$ cat src/rtl/nibble_serial_add_ctrl_pkg.sv
// nsa_pkg: shared definitions for the nibble-serial add/subtract controller.
// Holds the FSM state encoding and the helper that sizes the nibble index.
package nsa_pkg;

  typedef enum logic [1:0] {
    ST_IDLE = 2'd0,
    ST_RUN  = 2'd1,
    ST_DONE = 2'd2
  } state_t;

  // Index width for nib nibbles: max(1, clog2(nib)).
  function automatic int idx_bits(input int nib);
    int r;
    r = 0;
    while ((1 << r) < nib) r++;
    return (r < 1) ? 1 : r;
  endfunction

endpackage

$ cat src/rtl/nibble_serial_add_ctrl_if.sv
// nsa_if: request/response bus of the nibble-serial adder.
//   master: drives in_valid/in_a/in_b/in_sub/in_cin and out_ready.
//   slave : drives in_ready and out_valid/out_sum/out_cout/out_ovf.
// Handshake: a transfer happens on a rising clk edge where valid && ready
// are both high; the sender holds its payload stable while valid && !ready.
interface nsa_if #(parameter int WIDTH = 16);
  logic             in_valid;
  logic             in_ready;
  logic [WIDTH-1:0] in_a;
  logic [WIDTH-1:0] in_b;
  logic             in_sub;
  logic             in_cin;
  logic             out_valid;
  logic             out_ready;
  logic [WIDTH-1:0] out_sum;
  logic             out_cout;
  logic             out_ovf;

  modport master (
    output in_valid, in_a, in_b, in_sub, in_cin, out_ready,
    input  in_ready, out_valid, out_sum, out_cout, out_ovf
  );

  modport slave (
    input  in_valid, in_a, in_b, in_sub, in_cin, out_ready,
    output in_ready, out_valid, out_sum, out_cout, out_ovf
  );
endinterface

$ cat src/rtl/nibble_serial_add_ctrl_adder4.sv
// adder4: 4-bit carry-lookahead adder.
//   a, b : 4-bit operands      cin  : carry in
//   sum  : 4-bit sum           cout : carry out
module adder4 (
  input  logic [3:0] a,
  input  logic [3:0] b,
  input  logic       cin,
  output logic [3:0] sum,
  output logic       cout
);
  logic [3:0] g;
  logic [3:0] p;
  logic [4:0] c;

  assign g = a & b;
  assign p = a ^ b;

  // Every carry is a flat function of g/p/cin: no ripple inside the nibble.
  assign c[0] = cin;
  assign c[1] = g[0] | (p[0] & cin);
  assign c[2] = g[1] | (p[1] & g[0]) | (p[1] & p[0] & cin);
  assign c[3] = g[2] | (p[2] & g[1]) | (p[2] & p[1] & g[0])
              | (p[2] & p[1] & p[0] & cin);
  assign c[4] = g[3] | (p[3] & g[2]) | (p[3] & p[2] & g[1])
              | (p[3] & p[2] & p[1] & g[0]) | (p[3] & p[2] & p[1] & p[0] & cin);

  assign sum  = p ^ c[3:0];
  assign cout = c[4];
endmodule

$ cat src/rtl/nibble_serial_add_ctrl.sv
// nibble_serial_add_ctrl: WIDTH-bit add/subtract computed one nibble per
// cycle (LSB nibble first) through a single adder4.
//   clk, rst_n : clock, asynchronous active-low reset
//   bus        : nsa_if slave (operand request / result response)
//   busy       : high while an operation is in RUN or DONE
//   state_dbg  : current FSM state
module nibble_serial_add_ctrl
  import nsa_pkg::*;
#(
  parameter int WIDTH = 16
) (
  input  logic   clk,
  input  logic   rst_n,
  nsa_if.slave   bus,
  output logic   busy,
  output state_t state_dbg
);
  localparam int NIB = WIDTH / 4;
  localparam int IW  = idx_bits(NIB);
  localparam logic [IW-1:0] LAST_IDX = IW'(NIB - 1);

  if ((WIDTH % 4 != 0) || (WIDTH < 8)) begin : g_bad_width
    $error("nibble_serial_add_ctrl: WIDTH must be a multiple of 4 and >= 8");
  end

  state_t           state_q, state_d;
  logic [IW-1:0]    idx_q;
  logic             carry_q;
  logic [WIDTH-1:0] a_q, b_q, sum_q;
  logic             cout_q, ovf_q;

  logic [3:0] a_nib, b_nib, s_nib;
  logic       c_nib;
  logic       accept, last;

  assign accept = bus.in_valid && (state_q == ST_IDLE);
  assign last   = (idx_q == LAST_IDX);

  // Nibble select for the adder inputs.
  always_comb begin
    a_nib = '0;
    b_nib = '0;
    for (int i = 0; i < NIB; i++) begin
      if (idx_q == IW'(i)) begin
        a_nib = a_q[4*i +: 4];
        b_nib = b_q[4*i +: 4];
      end
    end
  end

  adder4 u_adder4 (
    .a    (a_nib),
    .b    (b_nib),
    .cin  (carry_q),
    .sum  (s_nib),
    .cout (c_nib)
  );

  always_comb begin
    state_d = state_q;
    case (state_q)
      ST_IDLE: if (bus.in_valid) state_d = ST_RUN;
      ST_RUN:  if (last)         state_d = ST_DONE;
      ST_DONE: if (bus.out_ready) state_d = ST_IDLE;
      default: state_d = ST_IDLE;
    endcase
  end

  always_ff @(posedge clk or negedge rst_n) begin
    if (!rst_n) begin
      state_q <= ST_IDLE;
      idx_q   <= '0;
      carry_q <= 1'b0;
      a_q     <= '0;
      b_q     <= '0;
      sum_q   <= '0;
      cout_q  <= 1'b0;
      ovf_q   <= 1'b0;
    end else begin
      state_q <= state_d;
      if (accept) begin
        // Subtract is A + ~B + 1, so B is inverted once here and the +1
        // enters as the initial carry.
        a_q     <= bus.in_a;
        b_q     <= bus.in_sub ? ~bus.in_b : bus.in_b;
        carry_q <= bus.in_sub ? 1'b1 : bus.in_cin;
        idx_q   <= '0;
        sum_q   <= '0;
      end else if (state_q == ST_RUN) begin
        for (int i = 0; i < NIB; i++) begin
          if (idx_q == IW'(i)) sum_q[4*i +: 4] <= s_nib;
        end
        carry_q <= c_nib;
        idx_q   <= last ? '0 : idx_q + IW'(1);
        if (last) begin
          cout_q <= c_nib;
          // Overflow: operands (after B inversion) share a sign that the
          // result does not.
          ovf_q  <= (a_q[WIDTH-1] == b_q[WIDTH-1]) && (s_nib[3] != a_q[WIDTH-1]);
        end
      end
    end
  end

  assign bus.in_ready  = (state_q == ST_IDLE);
  assign bus.out_valid = (state_q == ST_DONE);
  assign bus.out_sum   = sum_q;
  assign bus.out_cout  = cout_q;
  assign bus.out_ovf   = ovf_q;
  assign busy          = (state_q == ST_RUN) || (state_q == ST_DONE);
  assign state_dbg     = state_q;
endmodule

$ cat src/flat_wrapper.sv
// flat-port wrapper written by rule: the top's interface ports become plain ports
module nibble_serial_add_ctrl_flat import nsa_pkg::*;
#(
  parameter int WIDTH = 16
)
  (clk, rst_n, busy, state_dbg, bus_in_valid, bus_in_a, bus_in_b, bus_in_sub, bus_in_cin, bus_out_ready, bus_in_ready, bus_out_valid, bus_out_sum, bus_out_cout, bus_out_ovf);
  nsa_if #(.WIDTH(WIDTH)) bus_i ();
  input  logic clk;
  input  logic rst_n;
  output logic busy;
  output state_t state_dbg;
  input wire logic [$bits(bus_i.in_valid)-1:0] bus_in_valid;
  input wire logic [$bits(bus_i.in_a)-1:0] bus_in_a;
  input wire logic [$bits(bus_i.in_b)-1:0] bus_in_b;
  input wire logic [$bits(bus_i.in_sub)-1:0] bus_in_sub;
  input wire logic [$bits(bus_i.in_cin)-1:0] bus_in_cin;
  input wire logic [$bits(bus_i.out_ready)-1:0] bus_out_ready;
  output wire logic [$bits(bus_i.in_ready)-1:0] bus_in_ready;
  output wire logic [$bits(bus_i.out_valid)-1:0] bus_out_valid;
  output wire logic [$bits(bus_i.out_sum)-1:0] bus_out_sum;
  output wire logic [$bits(bus_i.out_cout)-1:0] bus_out_cout;
  output wire logic [$bits(bus_i.out_ovf)-1:0] bus_out_ovf;
  assign bus_i.in_valid = bus_in_valid;
  assign bus_i.in_a = bus_in_a;
  assign bus_i.in_b = bus_in_b;
  assign bus_i.in_sub = bus_in_sub;
  assign bus_i.in_cin = bus_in_cin;
  assign bus_i.out_ready = bus_out_ready;
  assign bus_in_ready = bus_i.in_ready;
  assign bus_out_valid = bus_i.out_valid;
  assign bus_out_sum = bus_i.out_sum;
  assign bus_out_cout = bus_i.out_cout;
  assign bus_out_ovf = bus_i.out_ovf;
  nibble_serial_add_ctrl #(.WIDTH(WIDTH)) u_core (.clk(clk), .rst_n(rst_n), .bus(bus_i), .busy(busy), .state_dbg(state_dbg));
endmodule
$ cat config.mk
export PLATFORM = sky130hd
export DESIGN_NAME = nibble_serial_add_ctrl_flat
export DESIGN_NICKNAME = d
export VERILOG_FILES = /design/src/rtl/nibble_serial_add_ctrl_pkg.sv /design/src/rtl/nibble_serial_add_ctrl_if.sv /design/src/rtl/nibble_serial_add_ctrl_adder4.sv /design/src/rtl/nibble_serial_add_ctrl.sv /design/src/flat_wrapper.sv
export SDC_FILE = /design/constraint.sdc
export NUM_CORES = 1
export LEC_CHECK = 0
export ABC_AREA = 0
export BUFFER_PORTS_ARGS = -buffer_cell sky130_fd_sc_hd__buf_2
export CAP_MARGIN = 10
export CORE_UTILIZATION = 40
export DETAILED_ROUTE_END_ITERATION = 12
export REMOVE_ABC_BUFFERS = 1
export SLEW_MARGIN = 20
export SYNTH_ARGS = -nofsm -noshare
export SYNTH_HDL_FRONTEND = slang
export SYNTH_SLANG_ARGS = --single-unit
$ cat constraint.sdc
create_clock -name clk -period 8 [get_ports clk]
set_clock_uncertainty 0.05 [all_clocks]
set_input_delay 0.8 -clock clk [delete_from_list [all_inputs] [get_ports clk]]
set_output_delay 0.8 -clock clk [all_outputs]
set_load 0.05 [all_outputs]
# [Word-level counts from Yosys, hierarchy flattened]
# Index checks and enable logic that the tools add are counted.
[word_totals] word_cells=94 reg_bits=55
[op_classes] muxes=25 eq_ne=10 addsub=1 reduce_logical=16 n_bitwise=31
[op_table] cell="$mux W16" n=3
[op_table] cell="$mux W4" n=12
[op_table] cell="$and A1 B1 Y1" n=16
[op_table] cell="$not A16 Y16" n=1
[op_table] cell="$mux W2" n=6
[op_table] cell="$or A1 B1 Y1" n=10
[op_table] cell="$reduce_bool A2 Y1" n=5
[op_table] cell="$reduce_and A2 Y1" n=4
[op_table] cell="$xor A4 B4 Y4" n=2
[op_table] cell="$eq A2 B2 Y1 const B" n=3
[op_table] cell="$pmux W2 S3" n=1
[op_table] cell="$reduce_and A3 Y1" n=2
[op_table] cell="$and A4 B4 Y4" n=1
[op_table] cell="$eq A2 B1 Y1 const B" n=2
[op_table] cell="$logic_not A2 Y1" n=2
[op_table] cell="$ne A2 B2 Y1 const B" n=2
[op_table] cell="$mux W1" n=3
[op_table] cell="$add A2 B1 Y2 const B" n=1
[op_table] cell="$logic_and A1 B1 Y1" n=2
[op_table] cell="$ne A2 B1 Y1 const B" n=1
[op_table] cell="$eq A1 B1 Y1" n=1
[op_table] cell="$logic_or A1 B1 Y1" n=1
[op_table] cell="$ne A1 B1 Y1" n=1
[op_table] cell="$not A1 Y1" n=1

# [Depth between registers and ports, before layout]
[depth] word_depth=14 mapped_depth=12

# [Cells and area by module]
# Synthesis repeated with hierarchy kept, for this count alone.
[hier_totals] cells_unflattened=309 hier_area_um2=2793.9
[by_module_without_submodules] module="nibble_serial_add_ctrl" area_per_inst_um2=2646.3 cells_per_inst=292 n_inst=1
[by_module_without_submodules] module="adder4" area_per_inst_um2=147.6 cells_per_inst=17 n_inst=1

# [Worst setup path before layout]
# No wires, ideal clock.
[synth_timing] path_type="flip-flop to flip-flop" from="reg u_core.idx_q[1]" to="reg u_core.ovf_q, in the netlist u_core.bus.out_ovf" t_arrival_ps=2444 path_stages_with_launch=13 setup_slack_ps=5437 required_ps=7881 period_less_slack_ps=2563 setup_ps=69 path_cell_list="dfrtp_1 -> inv_1 -> ha_1 -> buf_2 -> nand2_1 -> a21oi_1 -> a21oi_1 -> o21ai_0 -> ha_1 -> a211oi_2 -> o21ai_2 -> a311o_1 -> nand3_1"
[synth_between] elab_chain_cells=13
[synth_lines] item="start, declared" line_no="nibble_serial_add_ctrl.sv:27" source="logic [IW-1:0] idx_q;"
[synth_lines] item="start signal, assigned" line_no="nibble_serial_add_ctrl.sv:94" source="idx_q <= last ? '0 : idx_q + IW'(1);"
[synth_lines] item="$logic_not A2 Y1" line_no="nibble_serial_add_ctrl.sv:44" source="if (idx_q == IW'(i)) begin"
[synth_lines] item="$mux W4 (4 in a row)" line_no="nibble_serial_add_ctrl.sv:44"
[synth_lines] item="$xor A4 B4 Y4 or $and A4 B4 Y4 (tied branches)" line_no="nibble_serial_add_ctrl_adder4.sv:16, nibble_serial_add_ctrl_adder4.sv:15"
[synth_lines] item="$and A1 B1 Y1, on equally long branches" line_no="nibble_serial_add_ctrl_adder4.sv:22, nibble_serial_add_ctrl_adder4.sv:23"
[synth_lines] item="$or A1 B1 Y1, or another cell as far along" line_no="nibble_serial_add_ctrl_adder4.sv:22" source="assign c[3] = g[2] | (p[2] & g[1]) | (p[2] & p[1] & g[0])"
[synth_lines] item="$or A1 B1 Y1 or $and A1 B1 Y1 (tied branches)" line_no="nibble_serial_add_ctrl_adder4.sv:22, nibble_serial_add_ctrl_adder4.sv:23"
[synth_lines] item="$or A1 B1 Y1" line_no="nibble_serial_add_ctrl_adder4.sv:23" source="| (p[2] & p[1] & p[0] & cin);"
[synth_lines] item="$xor A4 B4 Y4" line_no="nibble_serial_add_ctrl_adder4.sv:27" source="assign sum = p ^ c[3:0];"
[synth_lines] item="$ne A1 B1 Y1" line_no="nibble_serial_add_ctrl.sv:99" source="ovf_q <= (a_q[WIDTH-1] == b_q[WIDTH-1]) && (s_nib[3] != a_q[WIDTH-1]);"
[synth_lines] item="$logic_and A1 B1 Y1" line_no="nibble_serial_add_ctrl.sv:99"
[synth_lines] item="end signal, assigned" line_no="nibble_serial_add_ctrl.sv:99"
[synth_lines] item="end, declared" line_no="nibble_serial_add_ctrl.sv:30" source="logic cout_q, ovf_q;"
# Several ways; a longest one is shown, not always the timed one.
# A chain may end at the register's enable or synchronous reset.

# [Final worst setup path]
[layout_timing] from="reg u_core.idx_q[1]" to="reg u_core.sum_q[10], in the netlist u_core.bus.out_sum[10]"
[layout_between] elab_chain_cells=13
[layout_lines] item="$logic_not A2 Y1" line_no="nibble_serial_add_ctrl.sv:44"
[layout_lines] item="$mux W4 (4 in a row)" line_no="nibble_serial_add_ctrl.sv:44"
[layout_lines] item="$xor A4 B4 Y4 or $and A4 B4 Y4 (tied branches)" line_no="nibble_serial_add_ctrl_adder4.sv:16, nibble_serial_add_ctrl_adder4.sv:15"
[layout_lines] item="$and A1 B1 Y1" line_no="nibble_serial_add_ctrl_adder4.sv:21" source="assign c[2] = g[1] | (p[1] & g[0]) | (p[1] & p[0] & cin);"
[layout_lines] item="$or A1 B1 Y1 or $and A1 B1 Y1 (tied branches)" line_no="nibble_serial_add_ctrl_adder4.sv:21"
[layout_lines] item="$or A1 B1 Y1" line_no="nibble_serial_add_ctrl_adder4.sv:21"
[layout_lines] item="$xor A4 B4 Y4" line_no="nibble_serial_add_ctrl_adder4.sv:27"
[layout_lines] item="$mux W4" line_no="nibble_serial_add_ctrl.sv:91" source="if (idx_q == IW'(i)) sum_q[4*i +: 4] <= s_nib;"
[layout_lines] item="$mux W16" line_no="nibble_serial_add_ctrl.sv:89" source="end else if (state_q == ST_RUN) begin"
[layout_lines] item="$mux W16" line_no="nibble_serial_add_ctrl.sv:81" source="if (accept) begin"
[layout_lines] item="end signal, assigned by index" line_no="nibble_serial_add_ctrl.sv:91"
[layout_lines] item="end, declared" line_no="nibble_serial_add_ctrl.sv:29" source="logic [WIDTH-1:0] a_q, b_q, sum_q;"
# Several ways; a longest one is shown, not always the timed one. The select of a mux whose other input is x is not followed.

==> flow_summary.ini <==
[synth]
ys_seq_area_share_pct = 48.7
syn_area_sq_um = 2830
synth-edff-count = 0
synth_top_area_share_pct = 48.7
synth_area_leaders = dfrtp_1 49%, nand2_1 14%, o21ai_0 5.7%, ha_1 5.3%, xnor2_1 5.3%
avgSynthCellArea_sq_um = 8.81
synth_cell_type_count = 31
async_reset_ff_share_pct = 100
synth_ff_type = dfrtp_1
syn_inst = 321
ys_top_cells_by_count = 102 x nand2_1, 55 x dfrtp_1, 32 x o21ai_0, 27 x a21oi_1, 17 x xnor2_1
yosys.area.top_type = dfrtp_1
synth.most_common_cell = nand2_1
ys_ff_latch = 55
ys.warnings.count = 0

[route]
highest_layer = met4
wl_met2_mm = 2.84
drt-initial-drc-count = 134
wl_met1_mm = 3.07
route.detailed.drc = 0
wl_met3_microns = 239
drt-total-wl_mm = 6.20
routedWlPerCell_microns = 13.2
ant_nets = 0
firstDrtPassIters = 4
routed_via_density = 4.93
vias = 2320

[place]
place_congestion = 0.828
dp_hpwl_mm = 4.36
portBuffers = 60
dp_cells = 463

[clocking]
cts.sinks = 55
cts_buffer_depth = 2
tritoncts = done
cts_buffers = 5
clkLatencyLatePin_ns = 0.32
htreeDepth = 2
post-cts-setup-buffers = 0
cts_hold_buf = 0
clk_pin_slew_ns = 0.11
root_buffer = clkbuf_8
cts_resized = 0

[grt]
grt_pass1_wl_mm = 10.5
antenna_found_initial = 0
grt_pass1_vias = 2179
grt.overflow.total = 0
globalRouteTotalUtil_pct = 18.1
grt_max_degree = 56

[worst_setup_path]
path_buf_inv = 1
cp-end-kind = flip-flop
critPathSlowestCell = dfrtp_1
worstPathRequired_ns = 8.16
critical-path-max-stage-delay_ns = 0.41
path_max_fanout = 18
cp.arrival_ns = 3.10
path_cells = inv_1 > ha_1 > nand3b_1 > a21oi_1 > a21oi_1 > o21ai_0 > ha_1 > a21o_2 > a211o_1 > o211ai_1 > o21ai_0
start_kind = flip-flop
critPathTopFamily = compound AO/OA/AOI/OAI gates
path_class = reg -> reg

[die]
core_sq_um = 6790
dieArea_sq_um = 7410
start_util_pct = 41.6
die_w_microns = 86.1
num_rows = 30
ios = 61
dieHeight_microns = 86.1

[layout]
seq_area_sq_um = 1380
fin_cells = 471
area_growth_pct = 16.3
final_nets = 425
fillCellCount = 709
multi_input_area_sq_um = 1350
layout-drive-gt1-share_pct = 20.5
antenna_cells = 0

[status]
status = finished, final reports clean

[power_and_ir_drop]
power_frac_comb_pct = 54.6
switching_power_uw = 692
p_leak_nw = 1.60
p_int_uw = 702
clkPwrFrac_pct = 11.5
power_density_nw_per_um2 = 424
seq_power_share_pct = 33.8
ir_worst_vdd_uv = 127
netSwitchingFraction_pct = 49.6

[sta]
setup_viol_count_final = 0
whs_ns = 0.434
fin_tns_setup_ns = 0
max-slew-margin-rel_pct = 52.6
hold_violations = 0
timing.fmax_mhz = 340
slew_violations = 0
fin_crit_sh_pct = 36.8
fin_crit_ns = 2.94
rsz0062_at_grt = no
tightest_slew_ns = 0.712

[flow_run]
maxCapViolations = 0

[hold_path]
holdCritPathClass = reg -> reg
-- routing by layer --
metal	vias up	global-route usage, %
li1	1174	-
met1	1088	24.4
met2	51	30.5
met3	7	3.18
met4	0	3.64
met5	-	0
-- worst reg2reg max path, delay by kind of cell (launching register included) --
kind                       cells  cell delay [ns]
AOI/OAI and AO/OA              7             1.36
adders and majority gates      2             0.69
buffers and inverters          1             0.08
DFF                            1             0.41
and+or+nand+nor                1             0.24
-- cells in the final DEF (no fill, tap or decap), types with 4 or more instances in the layout --
cell type / instances
xnor2_1: 17
ha_1: 12
o21ai_0: 32
dfrtp_1: 55
nor2_1: 7
a211oi_1: 4
nand3_1: 5
nand4_1: 5
inv_1: 7
clkbuf_8: 5
buf_2: 60
and2_1: 4
a21oi_1: 27
nand3b_1: 8
nand2_1: 102
-- area by class of cell --
cell class | instances | area share (%)
Multi-Input combinational cell | 242 | 41.0
Clock inverter | 3 | 0.761
Inverter | 7 | 0.799
Clock buffer | 5 | 2.09
Tap cell | 96 | 3.65
Sequential cell | 55 | 41.8
Timing Repair Buffer | 63 | 9.81
-- final timing paths --
path                                             start                                 end  slack [ns]  depth (start not counted)
setup / recovery           u_core.idx_q[1]$_DFFE_PN0P_  u_core.bus.out_sum[10]$_DFFE_PN0P_        5.06                         11
hold / removal               u_core.a_q[6]$_DFFE_PN0P_           u_core.a_q[6]$_DFFE_PN0P_        0.43                          2
setup reg to reg           u_core.idx_q[1]$_DFFE_PN0P_  u_core.bus.out_sum[10]$_DFFE_PN0P_        5.06                         11
hold reg to reg              u_core.a_q[6]$_DFFE_PN0P_           u_core.a_q[6]$_DFFE_PN0P_        0.43                          2
max in group asynchronous                        rst_n           u_core.b_q[6]$_DFFE_PN0P_        6.90                          2
min in group asynchronous                        rst_n     u_core.state_dbg[1]$_DFFE_PN0P_        0.55                          2
-- cells by family (layout without fill, tap and decap cells) --
group                      after synthesis  count (layout)  synth area share [%]
xor gates and xnor gates                17              17                  5.26
and+or+nand+nor                        137             137                  21.1
buffers and inverters                   24              78                  3.63
DFF                                     55              55                  48.7
AOI/OAI and AO/OA                       73              73                  14.6
muxes                                    2               2                 0.708
adders and majority gates               13              13                  6.01
-- flip-flops by register name, summed over array words and instances, names as in the netlist --
signal,flops
u_core.bus.out_sum,16
u_core.state_dbg,2
u_core.idx_q,2
u_core.a_q,16
u_core.b_q,16
u_core.bus.out_cout,1
u_core.carry_q,1
u_core.bus.out_ovf,1
-- power by group through the flow --
stage	Sequential, mW	Combinational, mW	Clock [mW]
3_3_place_gp	0.478	0.750	0
6_report	0.471	0.762	0.161
3_5_place_dp	0.477	0.771	0
2_1_floorplan	0.568	0.473	0
4_1_cts	0.472	0.772	0.165
5_1_grt	0.488	0.841	0.174
-- per-stage QoR --
| step | power (mW) | instance area [sq um] | setup WS [ns] | util (%) |
|---|---|---|---|---|
| floorplan | 1.04 | 2750 | 5.32 | - |
| CTS | 1.41 | 3290 | 5.05 | 48.4 |
| finish | 1.39 | 3290 | 5.06 | 48.4 |
| global route | 1.50 | 3290 | 4.81 | 48.4 |
| detailed placement | 1.25 | 3200 | 5.07 | 47.0 |
| global placement | 1.23 | 3200 | 5.20 | 47.0 |
Power figures use the tool's default switching activity.
